`config.mk`:
```
export PLATFORM = sky130hd
export DESIGN_NAME = ext_pulse_out
export DESIGN_NICKNAME = d
export VERILOG_FILES = /design/src/rtl/ext_pulse_out_pkg.sv /design/src/rtl/ext_event_prescaler.sv /design/src/rtl/ext_pulse_out.sv
export SDC_FILE = /design/constraint.sdc
export NUM_CORES = 1
export LEC_CHECK = 0
export ABC_AREA = 1
export ABC_CLOCK_PERIOD_IN_PS = 2500
export CAP_MARGIN = 0
export CORE_MARGIN = 2
export CORE_UTILIZATION = 58
export DETAILED_ROUTE_END_ITERATION = 16
export DONT_BUFFER_PORTS = 1
export PLACE_DENSITY = 0.85
export SYNTH_ARGS = -nofsm -noshare
export SYNTH_HDL_FRONTEND = slang
export SYNTH_SLANG_ARGS = --single-unit
export TNS_END_PERCENT = 30
```
`constraint.sdc`:
```
create_clock -name pclk -period 2.5 [get_ports pclk]
set_input_delay 0.25 -clock pclk [delete_from_list [all_inputs] [get_ports pclk]]
set_output_delay 0.25 -clock pclk [all_outputs]
set_load 0.01 [all_outputs]
```
`src/rtl/ext_pulse_out_pkg.sv`:
```
// Shared types and helpers for the external pulse transmitter.
// Latency: n/a (types, constants and a pure function only).
// Backpressure: n/a.
package ext_pulse_out_pkg;

    // Pulse-shaping FSM states
    typedef enum logic [1:0] {
        ST_IDLE    = 2'd0,
        ST_ACTIVE  = 2'd1,
        ST_RECOVER = 2'd2
    } pulse_state_t;

    // Shortest active/recovery phase the far-end 4-tap synchroniser is guaranteed to see
    localparam int MIN_W_DEF = 4;

    // True when this accepted pulse produces a prescaled event.
    // ps=0: every accepted pulse. ps=k: bit k-1 of the counter rises 0->1 on this increment.
    // Only the low 7 counter bits can matter because ps selects at most bit 6.
    function automatic logic ps_bit_rises(input logic [6:0] cnt_lo, input logic [2:0] ps);
        logic [6:0] nxt;
        logic [2:0] idx;
        nxt = cnt_lo + 7'd1;
        idx = ps - 3'd1;
        if (ps == 3'd0) begin
            return 1'b1;
        end
        return (!cnt_lo[idx]) && nxt[idx];
    endfunction

endpackage

```
`src/rtl/ext_event_prescaler.sv`:
```
// Counts accepted timer strobes and flags every 2^ps-th one as an output event.
// Latency: combinational; evt is valid in the same cycle as the accepted strobe.
// Backpressure: none; strobes with en low are ignored and the count holds.
module ext_event_prescaler
    import ext_pulse_out_pkg::*;
#(
    parameter int CNT_W = 8  // must be >= 7 so every ps setting has a counter bit
) (
    input  logic       pclk,
    input  logic       preset,
    input  logic       en,
    input  logic       in_pulse,
    input  logic [2:0] ps,
    output logic       evt
);

    logic [CNT_W-1:0] ps_cnt;
    logic             accept;

    assign accept = en && in_pulse;

    // Free-running count of accepted strobes; changing ps never clears it
    always_ff @(posedge pclk or posedge preset) begin
        if (preset) begin
            ps_cnt <= '0;
        end else if (accept) begin
            ps_cnt <= ps_cnt + CNT_W'(1);
        end
    end

    assign evt = accept && ps_bit_rises(ps_cnt[6:0], ps);

endmodule

```
`src/rtl/ext_pulse_out.sv`:
```
// Turns prescaled timer events into a clean external clock/pulse waveform on a pin.
// Latency: strobe sampled at edge t with an idle FSM moves clk_ext_out at edge t+1.
// Backpressure: events queue in a saturating counter; overflow beyond the max is flagged sticky.
module ext_pulse_out
    import ext_pulse_out_pkg::*;
#(
    parameter int CNT_W  = 8,
    parameter int PEND_W = 4,
    parameter int MIN_W  = MIN_W_DEF
) (
    input  logic       pclk,
    input  logic       preset,
    input  logic       en,
    input  logic       in_pulse,
    input  logic [2:0] ps,
    input  logic       edge_mode,
    input  logic [7:0] hold,
    input  logic       ovf_clr,
    output logic       clk_ext_out,
    output logic       busy,
    output logic       overflow
);

    localparam logic [PEND_W-1:0] PEND_MAX = '1;
    localparam logic [7:0]        MIN_W_V  = 8'(MIN_W);

    pulse_state_t      state;
    logic [PEND_W-1:0] pending;
    logic [7:0]        phase_cnt;
    logic [7:0]        w_lat;
    logic              pol_lat;
    logic [7:0]        w_req;
    logic              evt;
    logic              start;

    ext_event_prescaler #(
        .CNT_W (CNT_W)
    ) u_prescaler (
        .pclk     (pclk),
        .preset   (preset),
        .en       (en),
        .in_pulse (in_pulse),
        .ps       (ps),
        .evt      (evt)
    );

    // Requested widths below the receiver's minimum are stretched up to it
    assign w_req = (hold < MIN_W_V) ? MIN_W_V : hold;

    // A pulse starts from IDLE, or straight out of a finished recovery phase, whenever work is queued
    always_comb begin
        start = 1'b0;
        if (pending != '0) begin
            if (state == ST_IDLE) begin
                start = 1'b1;
            end else if ((state == ST_RECOVER) && (phase_cnt == 8'd0)) begin
                start = 1'b1;
            end
        end
    end

    // Saturating queue of events not yet turned into pulses
    always_ff @(posedge pclk or posedge preset) begin
        if (preset) begin
            pending <= '0;
        end else begin
            case ({evt, start})
                2'b10: begin
                    if (pending != PEND_MAX) begin
                        pending <= pending + PEND_W'(1);
                    end
                end
                2'b01:   pending <= pending - PEND_W'(1);
                default: pending <= pending;
            endcase
        end
    end

    // Sticky overflow; a new loss in the same cycle as a clear keeps it set
    always_ff @(posedge pclk or posedge preset) begin
        if (preset) begin
            overflow <= 1'b0;
        end else if (evt && !start && (pending == PEND_MAX)) begin
            overflow <= 1'b1;
        end else if (ovf_clr) begin
            overflow <= 1'b0;
        end
    end

    // Pulse shaper: width and polarity latched at ACTIVE entry so mid-pulse changes wait for the next pulse
    always_ff @(posedge pclk or posedge preset) begin
        if (preset) begin
            state       <= ST_IDLE;
            clk_ext_out <= 1'b0;
            phase_cnt   <= 8'd0;
            w_lat       <= MIN_W_V;
            pol_lat     <= 1'b0;
        end else begin
            case (state)
                ST_IDLE: begin
                    if (start) begin
                        state       <= ST_ACTIVE;
                        clk_ext_out <= ~edge_mode;
                        pol_lat     <= edge_mode;
                        w_lat       <= w_req;
                        phase_cnt   <= w_req - 8'd1;
                    end else begin
                        clk_ext_out <= edge_mode;
                    end
                end
                ST_ACTIVE: begin
                    if (phase_cnt == 8'd0) begin
                        state       <= ST_RECOVER;
                        clk_ext_out <= pol_lat;
                        phase_cnt   <= w_lat - 8'd1;
                    end else begin
                        phase_cnt <= phase_cnt - 8'd1;
                    end
                end
                ST_RECOVER: begin
                    if (phase_cnt == 8'd0) begin
                        if (start) begin
                            state       <= ST_ACTIVE;
                            clk_ext_out <= ~edge_mode;
                            pol_lat     <= edge_mode;
                            w_lat       <= w_req;
                            phase_cnt   <= w_req - 8'd1;
                        end else begin
                            state <= ST_IDLE;
                        end
                    end else begin
                        phase_cnt <= phase_cnt - 8'd1;
                    end
                end
                default: begin
                    state       <= ST_IDLE;
                    clk_ext_out <= edge_mode;
                end
            endcase
        end
    end

    assign busy = (state != ST_IDLE) || (pending != '0);

endmodule

```
==> results by group <==
Timing
  • Worst Clk Skew: 0.00935 ns
  • Fin. max-slew vios: 0
  • Max-slew headroom: 56.0%
  • Final setup viols: 0
  • Hold Violations, Final: 0
  • Min Tclk post-route: 2.42 ns
  • Crit share post-route: 96.7%
  • RSZ-0062 raised after global routing: yes
  • Worst-margin pin slew: 0.658 ns
  • Fmax: 0.414 GHz

Clock tree
  • CTS root buffer: clkbuf_8
  • CTS clock-pin slew for the worst setup and hold paths: 0.07 ns
  • Clk_lat worst skew: 0.29 ns
  • CTS max path bufs: 2
  • CTS tree: yes
  • H-tree depth: 2
  • Total CTS buffers: 5
  • CTS sink cnt: 32

Floorplan
  • Core area: 4000 µm²
  • I/O pins: 20
  • Die area: 4670 µm²
  • Core Rows: 23
  • Initial Util: 60.0%
  • DIE WIDTH: 68.3 µm
  • Die height: 68.3 µm

Critical path
  • CP startpoint kind: flop
  • Max FO, Critical Path: 4
  • Worst path max stage delay: 0.42 ns
  • Crit path DAT: 2.61 ns
  • CP Capture Type: flop
  • Slowest CP cell: dfrtp_1
  • Critical path cell sequence: ha_2 -> nand2_1 -> nor2_1 -> o21ai_0 -> nor2_1 -> a21oi_1 -> nand2_2 -> nand2_2 -> nand2_2 -> inv_2 -> ha_4 -> nand2_2 -> nand2_2 -> a31oi_4 -> inv_2 -> nand2_2 -> nand2_2 -> nand2_2 -> nand2_1
  • CP dominant cell by count: nand2_2
  • Cell family with most CP delay: simple AND/OR/NAND/NOR gates
  • Buf/Inv on CP: 2
  • Critical path class: reg -> reg
  • WP data required: 2.69 ns

Detailed routing
  • TritonRoute pass-1 iters: 5
  • Via density: 5.72
  • DRT Wirelength: 5760 µm
  • Iteration-0 DRC Markers: 147
  • Routed Antenna Nets: 0
  • Residual DRC count: 0
  • Avg WL per Cell: 14.2 µm
  • Vias: 2329

Global routing
  • Vias in the first global route: 2063
  • First-pass GRT wire length: 8870 µm
  • GRT Util Overall: 25.7%
  • Largest net degree at the start of global routing: 33
  • Initial antenna violation count: 0
  • Total congestion overflow: 0

Outcome
  • Status: completed

Cells and area
  • Post-route cell area: 2690 µm²
  • Layout cells sized above 1: 13.2%
  • Cell Count, Final, Fillers Out: 407
  • Area Overhead vs Synth: 12.1%
  • Ant. Diodes: 0
  • Nets@finish: 388

Power
  • Sw power: 0.00182 W
  • Leak: 1.33 nW
  • Tot Pwr: 0.00378 W
  • Max IR drop VDD: 0.000872 V
  • Switching share of power: 48.1%
  • Share of total power in combinational logic: 59.0%
  • Clock share of power: 13.3%
  • Seq pwr share: 27.7%
  • Pint: 0.00196 W
  • Power per standard cell area: 1410 nW/µm²

Synthesis
  • Yosys Warn Count: 0
  • Synth top area cells: dfrtp_1 32%, nand2_1 11%, inv_1 8.1%, ha_1 7.3%, nor2_1 5.9%
  • Post-synth EDFFs: 0
  • Post-synthesis cell type count: 36
  • Post-synthesis async set-or-reset flop share: 100%
  • Post-synth top area share: 32.3%
  • Yosys reg bits: 32
  • Post-Synthesis Net Count: 374
  • Mapped Cells: 342
  • Top FF cell, synth: dfrtp_1
  • Sequential share of the synthesized area: 33.4%
  • Mapped Area: 2400 µm²
  • Yosys top cell by area: dfrtp_1
  • Synth Area per Inst: 7.01 µm²

Place
  • HPWL after DPL: 4110 µm
  • I/O Buffers: 0
  • Placed inst area: 2490 µm²
  • Placer Congestion: 0.919
  • Dpl cells: 395

Run
  • Maxcap violations: 0

Min path
  • Hold Crit Class: in -> reg
[per-stage QoR]
| step | util, % | hold slack, ns | setup TNS [ns] | setup slack [ns] |
|---|---|---|---|---|
| floorplan | - | 0.346 | 0 | 0.148 |
| global placement | 62.2 | 0.250 | 0 | 0.112 |
| detailed placement | 62.2 | 0.251 | -0.0256 | -0.0256 |
| CTS | 65.5 | 0.0589 | 0 | 0.0357 |
| global route | 67.2 | 0.0490 | -0.190 | -0.124 |
| finish | 67.2 | 0.0648 | 0 | 0.0830 |
[power by group through the flow]
| stage | Combinational, W | Clock (W) | Sequential [W] |
|---|---|---|---|
| after floorplan | 0.00163 | 0 | 0.000968 |
| after global placement | 0.00193 | 0 | 0.00102 |
| after detailed placement | 0.00200 | 0 | 0.00104 |
| after CTS | 0.00203 | 0.000511 | 0.00103 |
| after global routing | 0.00251 | 0.000536 | 0.00108 |
| final | 0.00223 | 0.000504 | 0.00104 |
[cells by family (layout without fill, tap and decap cells)]
group / count (synthesis) / in the layout / share of synthesized area, %
compound gates: 77 / 77 / 18.3
xor+xnor: 12 / 12 / 4.38
fa+ha+maj: 15 / 15 / 8.14
buf+inv: 59 / 74 / 9.60
flops: 32 / 32 / 33.4
simple gates: 147 / 147 / 26.1
[cells in the final DEF (no fill, tap or decap), drive strengths merged, types with 5 or more instances in the layout]
cell / netlist / routed
a21oi: 25 / 25
buf: 1 / 9
clkbuf: 2 / 5
dfrtp: 31 / 31
ha: 14 / 14
inv: 54 / 54
nand2: 77 / 77
nand3: 16 / 16
nand4: 5 / 5
nor2: 40 / 40
nor3: 6 / 6
o21ai: 37 / 37
xnor2: 5 / 5
xor2: 7 / 7
[synthesized netlist by cell type (all sizes together), types with 2 or more instances]
master  instances
o22ai           4
ha             14
a31oi           2
inv            54
a22oi           4
clkinv          2
nand4           5
xnor2           5
nor2           40
nand2          77
o211ai          3
nand3          16
nor3            6
a21oi          25
dfrtp          31
o21ai          37
xor2            7
clkbuf          2
[worst paths after layout]
path / startpoint / to / slack (ns) / cells past startpoint
setup / recovery: u_prescaler.ps_cnt[0]$_DFFE_PP0P_ / pending[3]$_DFFE_PP0P_ / 0.08 / 19
max in group asynchronous: preset / w_lat[2]$_DFFE_PP1P_ / 1.70 / 3
setup reg to reg: u_prescaler.ps_cnt[0]$_DFFE_PP0P_ / pending[3]$_DFFE_PP0P_ / 0.08 / 19
hold reg to reg: pol_lat$_DFFE_PP0P_ / pol_lat$_DFFE_PP0P_ / 0.50 / 2
hold / removal: ovf_clr / overflow$_DFFE_PP0P_ / 0.06 / 1
min in group asynchronous: preset / u_prescaler.ps_cnt[2]$_DFFE_PP0P_ / 0.48 / 3
[final cells by class]
cell class | count | area (µm²)
clock buffer | 5 | 68.8
clock inverter | 3 | 42.5
timing repair buffer | 10 | 77.6
multi-input combinational | 251 | 1420
sequential | 32 | 802
tap | 50 | 62.6
inverter | 56 | 211
fill | 327 | 1310
[timing repair]
| item | CTS | global route |
|---|---|---|
| gates resized for setup | 1 | 14 |
| hold buffers | 1 | 0 |
| endpoints found under the setup margin | 1 | 2 |
| pin swaps | 0 | 8 |
| endpoints found under the hold margin | 31 | 0 |
| setup buffers | 1 | 2 |
[per-layer routing]
| layer | GRT usage, % | vias up | routed length, µm |
|---|---|---|---|
| li1 | - | 1147 | - |
| met1 | 32.9 | 1100 | 2560 |
| met2 | 43.0 | 73 | 2760 |
| met3 | 6.25 | 9 | 364 |
| met4 | 7.75 | 0 | 79 |
| met5 | 0 | - | 0 |
[state kept, by name (all words and copies together) (netlist names)]
register / cells
u_prescaler.ps_cnt: 7
pending: 4
pol_lat: 1
overflow: 1
phase_cnt: 8
clk_ext_out: 1
state: 2
w_lat: 8
(Power assumes the default switching activity.)
